$ cat config.mk
export PLATFORM = sky130hd
export DESIGN_NAME = boot_loader
export DESIGN_NICKNAME = d
export VERILOG_FILES = /design/src/rtl/boot_loader.sv
export SDC_FILE = /design/constraint.sdc
export NUM_CORES = 1
export LEC_CHECK = 0
export BUFFER_PORTS_ARGS = -buffer_cell sky130_fd_sc_hd__buf_2
export CAP_MARGIN = 20
export CELL_PAD_IN_SITES_DETAIL_PLACEMENT = 1
export CELL_PAD_IN_SITES_GLOBAL_PLACEMENT = 1
export CORE_ASPECT_RATIO = 1.75
export CORE_UTILIZATION = 35
export DETAILED_ROUTE_END_ITERATION = 12
export PLACE_DENSITY_LB_ADDON = 0.1
export SYNTH_ARGS = -nofsm -noshare
export SYNTH_HDL_FRONTEND = slang
export SYNTH_SLANG_ARGS = --single-unit
$ cat constraint.sdc
create_clock -name clk -period 3.6 [get_ports clk]
set_clock_uncertainty 0.05 [all_clocks]
set_input_delay 0.18 -clock clk [delete_from_list [all_inputs] [get_ports clk]]
set_output_delay 0.18 -clock clk [all_outputs]
set_load 0.01 [all_outputs]
$ cat src/rtl/boot_loader.sv
// RAM preload sequencer: accepts a length-prefixed word burst, writes it from BASE,
// optionally verifies a trailing checksum, then releases the CPU via go_contr.
module boot_loader #(
    parameter int unsigned WIDTH  = 32,
    parameter int unsigned AWIDTH = 6,
    parameter int unsigned BASE   = 0
) (
    input  logic              clk,
    input  logic              reset,
    input  logic              start,
    input  logic [AWIDTH:0]   len,
    input  logic              chk_en,
    input  logic [WIDTH-1:0]  in_data,
    input  logic              in_valid,
    output logic              in_ready,
    output logic [WIDTH-1:0]  ram_addr,
    output logic [WIDTH-1:0]  ram_data,
    output logic              ram_wr,
    output logic              cpu_hold,
    output logic              go_contr,
    output logic              done,
    output logic              err
);

    localparam logic [AWIDTH-1:0] LP_BASE  = AWIDTH'(BASE);
    localparam logic [AWIDTH:0]   LP_DEPTH = {1'b1, {AWIDTH{1'b0}}};

    typedef enum logic [2:0] {
        S_IDLE,
        S_LOAD,
        S_CHECK,
        S_RELEASE,
        S_DONE,
        S_FAULT
    } state_t;

    state_t              r_state;
    logic [AWIDTH:0]     r_len;
    logic                r_chk;
    logic [AWIDTH-1:0]   r_addr;
    logic [AWIDTH:0]     r_cnt;
    logic [WIDTH-1:0]    r_sum;
    logic                r_in_ready;
    logic                r_ram_wr;
    logic [AWIDTH-1:0]   r_ram_addr;
    logic [WIDTH-1:0]    r_ram_data;
    logic                r_cpu_hold;
    logic                r_go;
    logic                r_done;
    logic                r_err;

    state_t              w_state_nxt;
    logic [AWIDTH:0]     w_len_nxt;
    logic                w_chk_nxt;
    logic [AWIDTH-1:0]   w_addr_nxt;
    logic [AWIDTH:0]     w_cnt_nxt;
    logic [AWIDTH:0]     w_cnt_inc;
    logic [WIDTH-1:0]    w_sum_nxt;
    logic                w_wr_nxt;
    logic [AWIDTH-1:0]   w_waddr_nxt;
    logic [WIDTH-1:0]    w_wdata_nxt;
    logic                w_hs;

    always_comb begin
        w_state_nxt = r_state;
        w_len_nxt   = r_len;
        w_chk_nxt   = r_chk;
        w_addr_nxt  = r_addr;
        w_cnt_nxt   = r_cnt;
        w_sum_nxt   = r_sum;
        w_wr_nxt    = 1'b0;
        w_waddr_nxt = r_ram_addr;
        w_wdata_nxt = r_ram_data;
        w_cnt_inc   = r_cnt + (AWIDTH + 1)'(1);
        w_hs        = in_valid && r_in_ready;

        unique case (r_state)
            // DONE and FAULT share the IDLE start decision so a reload needs no extra cycle
            S_IDLE, S_DONE, S_FAULT: begin
                if (start) begin
                    w_len_nxt  = len;
                    w_chk_nxt  = chk_en;
                    w_addr_nxt = LP_BASE;
                    w_cnt_nxt  = '0;
                    w_sum_nxt  = '0;
                    if (len == '0)
                        w_state_nxt = chk_en ? S_CHECK : S_RELEASE;
                    else if (len > LP_DEPTH)
                        w_state_nxt = S_FAULT;
                    else
                        w_state_nxt = S_LOAD;
                end
            end
            S_LOAD: begin
                if (w_hs) begin
                    w_wr_nxt    = 1'b1;
                    w_waddr_nxt = r_addr;
                    w_wdata_nxt = in_data;
                    w_sum_nxt   = r_sum + in_data;
                    w_cnt_nxt   = w_cnt_inc;
                    w_addr_nxt  = r_addr + AWIDTH'(1);
                    if (w_cnt_inc == r_len)
                        w_state_nxt = r_chk ? S_CHECK : S_RELEASE;
                end
            end
            S_CHECK: begin
                if (w_hs)
                    w_state_nxt = (in_data == r_sum) ? S_RELEASE : S_FAULT;
            end
            S_RELEASE: w_state_nxt = S_DONE;
            default:   w_state_nxt = S_IDLE;
        endcase
    end

    // Status outputs are registered from the next state so they line up with it
    always_ff @(posedge clk) begin
        if (reset) begin
            r_state    <= S_IDLE;
            r_len      <= '0;
            r_chk      <= 1'b0;
            r_addr     <= '0;
            r_cnt      <= '0;
            r_sum      <= '0;
            r_in_ready <= 1'b0;
            r_ram_wr   <= 1'b0;
            r_ram_addr <= '0;
            r_ram_data <= '0;
            r_cpu_hold <= 1'b1;
            r_go       <= 1'b0;
            r_done     <= 1'b0;
            r_err      <= 1'b0;
        end else begin
            r_state    <= w_state_nxt;
            r_len      <= w_len_nxt;
            r_chk      <= w_chk_nxt;
            r_addr     <= w_addr_nxt;
            r_cnt      <= w_cnt_nxt;
            r_sum      <= w_sum_nxt;
            r_in_ready <= (w_state_nxt == S_LOAD) || (w_state_nxt == S_CHECK);
            r_ram_wr   <= w_wr_nxt;
            r_ram_addr <= w_waddr_nxt;
            r_ram_data <= w_wdata_nxt;
            r_cpu_hold <= !((w_state_nxt == S_RELEASE) || (w_state_nxt == S_DONE));
            r_go       <= (w_state_nxt == S_RELEASE);
            r_done     <= (w_state_nxt == S_DONE);
            r_err      <= (w_state_nxt == S_FAULT);
        end
    end

    assign in_ready = r_in_ready;
    assign ram_wr   = r_ram_wr;
    assign ram_addr = {{(WIDTH - AWIDTH){1'b0}}, r_ram_addr};
    assign ram_data = r_ram_data;
    assign cpu_hold = r_cpu_hold;
    assign go_contr = r_go;
    assign done     = r_done;
    assign err      = r_err;

endmodule

== After elaboration in Yosys (flattened, before gate mapping) ==
Index checks and enable logic that the tools add are counted.
Storage, ports and cells
  flip-flop bits (word level): 100
  logic and storage cells: 65
Operators by class
  add/sub/neg operators: 3
  $lt $le $gt $ge: 1
  eq/ne operators: 14
  muxes and demuxes: 20
  bitwise logic cells: 1
  reduce and logical (&&, ||, !) cells: 12
Operators by type and width (number)
  2-to-1 mux 32 bit: 2
  case mux 32 bit (2 select lines): 1
  adder 32 bit: 1
  == test 32 bit: 1
  2-to-1 mux 3 bit: 7
  2-to-1 mux 7 bit: 2
  case mux 7 bit (2 select lines): 1
  == test 3 x 2 -> 1 bit (second input constant): 4
  == test 3 bit (second input constant): 4
  2-to-1 mux 6 bit: 2
  case mux 3 bit (4 select lines): 1
  case mux 6 bit (2 select lines): 1
  adder 7 x 1 -> 7 bit (second input constant): 1
  == test 7 bit: 1
  > comparator 7 bit (second input constant): 1
  logical NOT 7 bit: 1
  adder 6 x 1 -> 6 bit (second input constant): 1
  == test 3 x 1 -> 1 bit (second input constant): 2
  != test 2 bit (second input constant): 2
  AND reduction 2 bit: 2
  logical NOT 3 bit: 1
  2-to-1 mux 1 bit: 3
  AND reduction 3 bit: 1
  OR reduction 3 bit: 1
  6 further kinds: 7

== Longest topological paths before layout ==
Gate-level depths: netlist of the first run.
  depth after elaboration: 8
  depth in mapped cells: 10

== Least setup slack after synthesis of the first run ==
No wires, ideal clock.
  path type: reg-to-reg
  from: register r_sum[0]
  to: register r_sum[30]
  library setup time: 117 ps
  data arrival time: 2543 ps
  slack: 889 ps
  cell stages (with the launch flop): 11
  buffers on the path: 0
  period minus slack after synthesis: 2711 ps
  path through: dfxtp_1 > ha_1 > fa_1 > a211oi_1 > o21a_1 > or3_4 > a31oi_4 > a21bo_4 > a311oi_4 > o21ai_0 > a32o_1
Between the ends
  longest elaborated chain between the ends: 3
Ends and longest elaborated chain
  start: declaration: RTL line 42  | logic [WIDTH-1:0] r_sum;
  start signal: assignment: RTL line 138  | r_sum <= w_sum_nxt;
  adder 32 bit: RTL line 99  | w_sum_nxt = r_sum + in_data;
  2-to-1 mux 32 bit: RTL line 95  | if (w_hs) begin
  case mux 32 bit (2 select lines): RTL line 77  | unique case (r_state)
Every way passes these cells. The select of a mux whose other input is x is not followed.
A chain may end at the register's enable or synchronous reset.

== Worst setup path after layout of the first run ==
Same ends and word-level chain as after synthesis.

==> summary.md, run 1 <==
| Metric | Value |
|---|---|
| Status | `finished clean` |
| CP max stage cell | `fa_1` |
| Static power due to leakage | `2.78 nW` |
| # hold bufs at CTS | `0` |
| DR iter-0 viols | `165` |
| Antenna fix cells | `0` |
| Critical path arrival | `3.18 ns` |
| Count of cell types in the netlist | `62` |
| CP bufs+invs | `0` |
| Share of post-route cells with drive strength above 1 | `0.163` |
| Mux share of post-synthesis cell area | `0` |
| Cell Pwr Density | `391 nW/µm²` |
| GRT overflow | `0` |
| Compound-cell area share of the yosys netlist | `0.234` |
| Post-placement cell area | `6050 µm²` |
| Area growth syn-to-layout | `14.9%` |
| Largest family of logic cells by synthesized area | `compound AO/OA/AOI/OAI gates` |
| Seq/Total Area, Yosys | `0.362` |
| Flops & latches, synth | `100` |
| Routability cong. | `0.828` |
| Slew Viols, Final | `0` |
| Fin util | `0.413` |
| CP delay by family, top | `compound AO/OA/AOI/OAI gates` |
| Synth warn | `0` |
| First-pass GRT wire length | `25.8 mm` |
| Final Critical Period | `2.99 ns` |
| Post_cts resized | `0` |
| Crit path max fanout | `6` |
| Post-DP HPWL | `11.8 mm` |
| Ys async rst share | `0` |
| Initial Utilization | `0.359` |
| Critical Path Start Type | `flip-flop` |
| Worst skew pair latency | `0.35 ns` |
| Final WL | `15.6 mm` |
| Fillers | `1900` |
| Number of flops mapped to enable cells by yosys | `0` |
| Post-synthesis xor/xnor area fraction | `0.0699` |
| Fin crit share | `0.832` |
| Final instance area | `6350 µm²` |
| Actual slew at the worst max-slew pin | `1.05 ns` |
| Highest Clock Rate | `0.334 GHz` |
| Peak VDD IR | `0.225 mV` |
| Post-synthesis simple-gate area fraction | `0.190` |
| Die height | `168 µm` |
| Worst path cell trace | `ha_1, fa_1, a211oi_1, o21a_1, or3_4, a31oi_4, a21bo_4, a311oi_4, o21ai_0, a32o_1` |
| HP Class | `in -> reg` |
| Vias in the first global route | `5282` |
| Main synth FF type | `dfxtp_1` |
| DR pass1 iterations | `4` |
| Routed Antenna Nets | `0` |
| Post-CTS setup buffers | `0` |
| TritonCTS clock tree | `done` |
| # DRC | `0` |
| Die area | `16300 µm²` |
| # rows | `60` |
| Critical path required time | `3.79 ns` |
| Syn avg cell area | `8.19 µm²` |
| CTS clock-pin slew for the worst setup and hold paths | `0.07 ns` |
| Initial antenna violation count | `0` |
| Yosys top cell by area | `dfxtp_1` |
| Overall routing resource usage | `0.195` |
| Max-cap violations | `0` |
| Via count | `5019` |
| CP endpoint kind | `flip-flop` |
| Final hold vios | `0` |
| Final setup viols | `0` |
| Most numerous cell in the Yosys netlist | `nand2_1` |
| H-tree depth | `3` |
| Port buffer count | `87` |
| Top Ports | `114` |
| Clock sink count | `100` |
| Headroom to the max-slew limit | `0.297` |
| Post-synth top cells | `nand2_1, dfxtp_1, a21oi_1, nor2_1, ha_1` |
| Net total in the final layout | `826` |
| Post-Route Setup TNS | `0 ns` |
| WL per Instance | `16.7 µm` |
| Synth area leaders | `dfxtp_1, nand2_1, ha_1, a21oi_1, xnor2_1` |
| Synth top area share | `0.362` |
| Number of CTS-inserted buffers | `9` |
| Clock root buffer | `clkbuf_16` |
| Dpl cells | `923` |
| Synth Cell Area | `5530 µm²` |
| Die W | `97 µm` |
| CORE AREA | `15400 µm²` |
| Final non-filler cell total | `939` |
| Largest stage delay, worst path | `0.44 ns` |
| Largest net degree at the start of global routing | `49` |
| Adder-cell share of the synthesized area | `0.0783` |
| Drt via density | `5.35` |
| RSZ-0062 raised after global routing | `false` |
| Syn Inst Count | `675` |
| Hold Worst Slack | `0.0306 ns` |
| Critical path type | `reg -> reg` |
| Max Root-Sink Buffers | `2` |
[path summary, 6_finish.rpt]
kind	startpoint	to	slack (ns)	cells after the start
max	r_sum[0]$_SDFFE_PP0P_	r_sum[30]$_SDFFE_PP0P_	0.61	10
min	in_data[21]	ram_data[21]$_SDFFE_PP0P_	0.03	3
max reg2reg	r_sum[0]$_SDFFE_PP0P_	r_sum[30]$_SDFFE_PP0P_	0.61	10
min reg2reg	ram_data[19]$_SDFFE_PP0P_	ram_data[19]$_SDFFE_PP0P_	0.40	2
[tightest hold or removal path, cell delays in order]
cell     delay [ns]
buf_2          0.11
nand2_1        0.05
a21oi_1        0.05
[cell type report]
type                    count  area [µm²]  share of cell area
flip-flops and latches    100        2000               0.315
multi-input cells         532        3280               0.516
clock buffers              13         260              0.0410
inverters                  10        37.5             0.00591
clock inverters             3        43.8             0.00690
well taps                 186         233              0.0367
repair buffers             95         495              0.0780
[through the flow]
step	worst slack (ns)	power, W
floorplan	0.889	0.00140
global placement	0.679	0.00149
detailed placement	0.603	0.00150
CTS	0.578	0.00252
global route	0.459	0.00260
finish	0.605	0.00248
[cell usage in the layout, fill, tap and decap left out, types with 5 or more instances in the layout]
master / count
clkbuf_16: 9
ha_1: 33
inv_1: 10
a21o_1: 12
buf_4: 8
xnor2_1: 23
and3_1: 7
a21oi_1: 82
a211oi_1: 6
nor3_1: 14
nor4_1: 8
and2_1: 5
conb_1: 26
dfxtp_1: 100
nand4_1: 5
buf_2: 87
a22oi_1: 14
nand2_1: 128
o21ai_0: 22
o21a_1: 6
nor2_1: 41
a22o_1: 18
a31oi_1: 6
xor2_1: 16
[power breakdown]
part | internal, W | total, W | switching (W)
Clock | 0.000580 | 0.00101 | 0.000428
Sequential | 0.00113 | 0.00115 | 0.0000168
Combinational | 0.000115 | 0.000326 | 0.000211
Total | 0.00183 | 0.00248 | 0.000655
[metal layers]
metal / GRT usage / up-vias / routed length, µm
met4: 0.0792 / 0 / 480
met5: 0 / - / 0
met1: 0.196 / 2441 / 5970
met2: 0.392 / 72 / 8890
met3: 0.0262 / 26 / 291
li1: - / 2480 / -
[cell families after synthesis]
kind of cell,count (synthesis)
AO/OA/AOI/OAI,195
AND/OR/NAND/NOR,236
XOR/XNOR,41
adder cells (fa/ha/maj),34
buffers and inverters,68
other,1
flip-flops,100
[registers in the layout, indices dropped and copies added, names as in the netlist, 3 cells and up]
name        flops
r_addr          6
r_cnt           7
ram_data       32
r_state         3
r_ram_addr      6
r_sum          32
r_len           7
Note: power is estimated with default switching activity, not from simulation.
==> run 2, diff against run 1 <==
- clock period: 3.6 -> 2.4 ns (I/O delays scaled with it)
==> summary.md, run 2 (synthesis gave the netlist of run 1 again) <==
| Metric | Value |
|---|---|
| Status | `finished, violations left` |
| Failing checks | `setup timing` |
| Critical path required time | `2.64 ns (-1.15 ns)` |
| Critical Path Start Type | `flip-flop` |
| DR pass1 iterations | `4 (unchanged)` |
| Peak VDD IR | `0.277 mV (+23%)` |
| HP Class | `in -> reg` |
| Crit path max fanout | `4 (-2)` |
| Reg2Reg Depth | `11 (+1)` |
| Reg-to-Reg End | `r_sum[30]$_SDFFE_PP0P_` |
| Antenna fix cells | `0 (unchanged)` |
| Post-Route Setup TNS | `-1.94 ns (-1.94 ns)` |
| Clk pwr share | `0.377 (-0.029)` |
| Hold Worst Slack | `0.00573 ns (-0.0248 ns)` |
| Area growth syn-to-layout | `42.9%` |
| Die W | `97 µm (unchanged)` |
| Actual slew at the worst max-slew pin | `0.520 ns (-0.533 ns)` |
| Headroom to the max-slew limit | `0.650 (+0.353)` |
| Vias in the first global route | `6134 (+16%)` |
| Critical path type | `reg -> reg` |
| # DRC | `0 (unchanged)` |
| Worst skew pair latency | `0.35 ns (about the same)` |
| # rows | `60 (unchanged)` |
| TritonCTS clock tree | `done` |
| Seq pwr share | `0.442 (-0.021)` |
| Static power due to leakage | `3.41 nW (+23%)` |
| GRT overflow | `0 (unchanged)` |
| CTS clock-pin slew for the worst setup and hold paths | `0.07 ns (about the same)` |
| Sw frac | `0.278 (+0.0145)` |
| Max-cap violations | `0 (unchanged)` |
| Most common cell after layout, fill and taps aside | `nand2_1` |
| Most frequent cells in the layout | `nand2_1, buf_4, dfxtp_1, buf_2, a21oi_1` |
| CP endpoint kind | `flip-flop` |
| First-pass GRT wire length | `30.4 mm (+18%)` |
| Final setup viols | `11 (+11)` |
| Final Critical Period | `2.70 ns (-0.294 ns)` |
| Clock sink count | `100 (unchanged)` |
| Critical path arrival | `2.94 ns (-0.24 ns)` |
| Dpl cells | `1000 (+8.3%)` |
| Final WL | `19.1 mm (+22%)` |
| Hold path startpoint | `in_data[13]` |
| Worst Hold End | `ram_data[13]$_SDFFE_PP0P_` |
| Number of CTS-inserted buffers | `9 (unchanged)` |
| DR iter-0 viols | `139 (-16%)` |
| Post-Place Setup Slack | `-0.344 ns (-0.947 ns)` |
| Routability cong. | `0.841 (+1.6%)` |
| FF-to-FF Start | `r_sum[0]$_SDFFE_PP0P_` |
| Routed Antenna Nets | `0 (unchanged)` |
| Comb pwr share | `0.182 (+0.051)` |
| CORE AREA | `15400 µm² (unchanged)` |
| Overall routing resource usage | `0.233 (+0.0387)` |
| H-tree depth | `3 (unchanged)` |
| Int Pwr | `0.00282 W (+54%)` |
| Clock root buffer | `clkbuf_16` |
| Final instance area | `7900 µm² (+24%)` |
| RSZ-0062 raised after global routing | `true` |
| Largest net degree at the start of global routing | `39 (-20%)` |
| WL per Instance | `18.0 µm (+7.9%)` |
| Initial Utilization | `0.359 (unchanged)` |
| Port buffer count | `87 (unchanged)` |
| Drt via density | `5.32 (-0.40%)` |
| Highest Clock Rate | `0.370 GHz (+11%)` |
| Fin crit share | `1.13 (+0.293)` |
| Worst reg2reg setup slack | `-0.30 ns (-0.91 ns)` |
| Via count | `5675 (+13%)` |
| Fin worst setup slack | `-0.301 ns (-0.906 ns)` |
| Initial antenna violation count | `0 (unchanged)` |
| Cell Pwr Density | `494 nW/µm² (+26%)` |
| Die area | `16300 µm² (unchanged)` |
| Post-placement cell area | `6670 µm² (+10%)` |
| Post-DP HPWL | `13.5 mm (+14%)` |
| Top Ports | `114 (unchanged)` |
| Max Root-Sink Buffers | `2 (unchanged)` |
| Share of post-route cells with drive strength above 1 | `0.324 (+0.161)` |
| Slew Viols, Final | `0 (unchanged)` |
| Final non-filler cell total | `1066 (+14%)` |
| Net total in the final layout | `954 (+15%)` |
| Hold Path Cell Cnt | `3 (unchanged)` |
| NetSw | `0.00109 W (+66%)` |
| Final hold vios | `0 (unchanged)` |
| Die height | `168 µm (unchanged)` |
-- run 2: routing by layer --
layer,up-vias,track usage,part of all wire
met4,0,0.118,0.040
met1,2786,0.229,0.36
met3,46,0.0349,0.023
met2,112,0.463,0.57
met5,-,0,0
li1,2731,-,-
-- run 2: what timing repair did --
action                                 CTS  global route
resized for setup                       49            45
pin swaps                               36            25
endpoints found under the hold margin   33             1
setup buffers                            9            10
cloned                                   0             0
setup endpoints to repair               24            26
hold buffers                            33             1
-- run 2: through the flow --
step                total power (W)  utilization
floorplan                   0.00211            -
global placement            0.00233        0.433
detailed placement          0.00235        0.433
CTS                         0.00390        0.495
global route                0.00408        0.513
finish                      0.00391        0.513
-- run 2: power groups by stage --
stage	Combinational, W	Clock (W)	Sequential [W]
final	0.000709	0.00147	0.00173
after detailed placement	0.000585	0	0.00176
after floorplan	0.000342	0	0.00176
after CTS	0.000671	0.00150	0.00172
after global placement	0.000567	0	0.00176
after global routing	0.000769	0.00158	0.00173
-- run 2: final cells by class --
| class | instances | area [µm²] |
|---|---|---|
| clock buffers | 11 | 233 |
| clock inverters | 4 | 51.3 |
| fillers | 1879 | 7490 |
| inverters | 10 | 37.5 |
| multi-input cells | 532 | 3750 |
| flip-flops and latches | 100 | 2010 |
| well taps | 186 | 233 |
| repair buffers | 223 | 1580 |
-- run 2: worst max-delay path by stage --
| stage | start | to | slack [ns] |
|---|---|---|---|
| after floorplan | r_sum[0]$_SDFFE_PP0P_ | r_sum[30]$_SDFFE_PP0P_ | -0.10 |
| after global placement | r_sum[7]$_SDFFE_PP0P_ | cpu_hold$_SDFF_PP1_ | -0.25 |
| after detailed placement | r_sum[1]$_SDFFE_PP0P_ | cpu_hold$_SDFF_PP1_ | -0.34 |
| after CTS | r_sum[0]$_SDFFE_PP0P_ | r_sum[26]$_SDFFE_PP0P_ | -0.25 |
| after global routing | r_sum[17]$_SDFFE_PP0P_ | r_sum[30]$_SDFFE_PP0P_ | -0.43 |
| final | r_sum[0]$_SDFFE_PP0P_ | r_sum[30]$_SDFFE_PP0P_ | -0.30 |
-- run 2: critical path, stage by stage, from the launching register on --
cell,delay [ns]
dfxtp_2,0.34
ha_4,0.16
fa_2,0.36
a211oi_2,0.22
o21a_1,0.19
or3_4,0.15
a31oi_4,0.10
a21bo_4,0.24
a311oi_4,0.34
buf_4,0.18
a21o_1,0.15
a32o_1,0.16
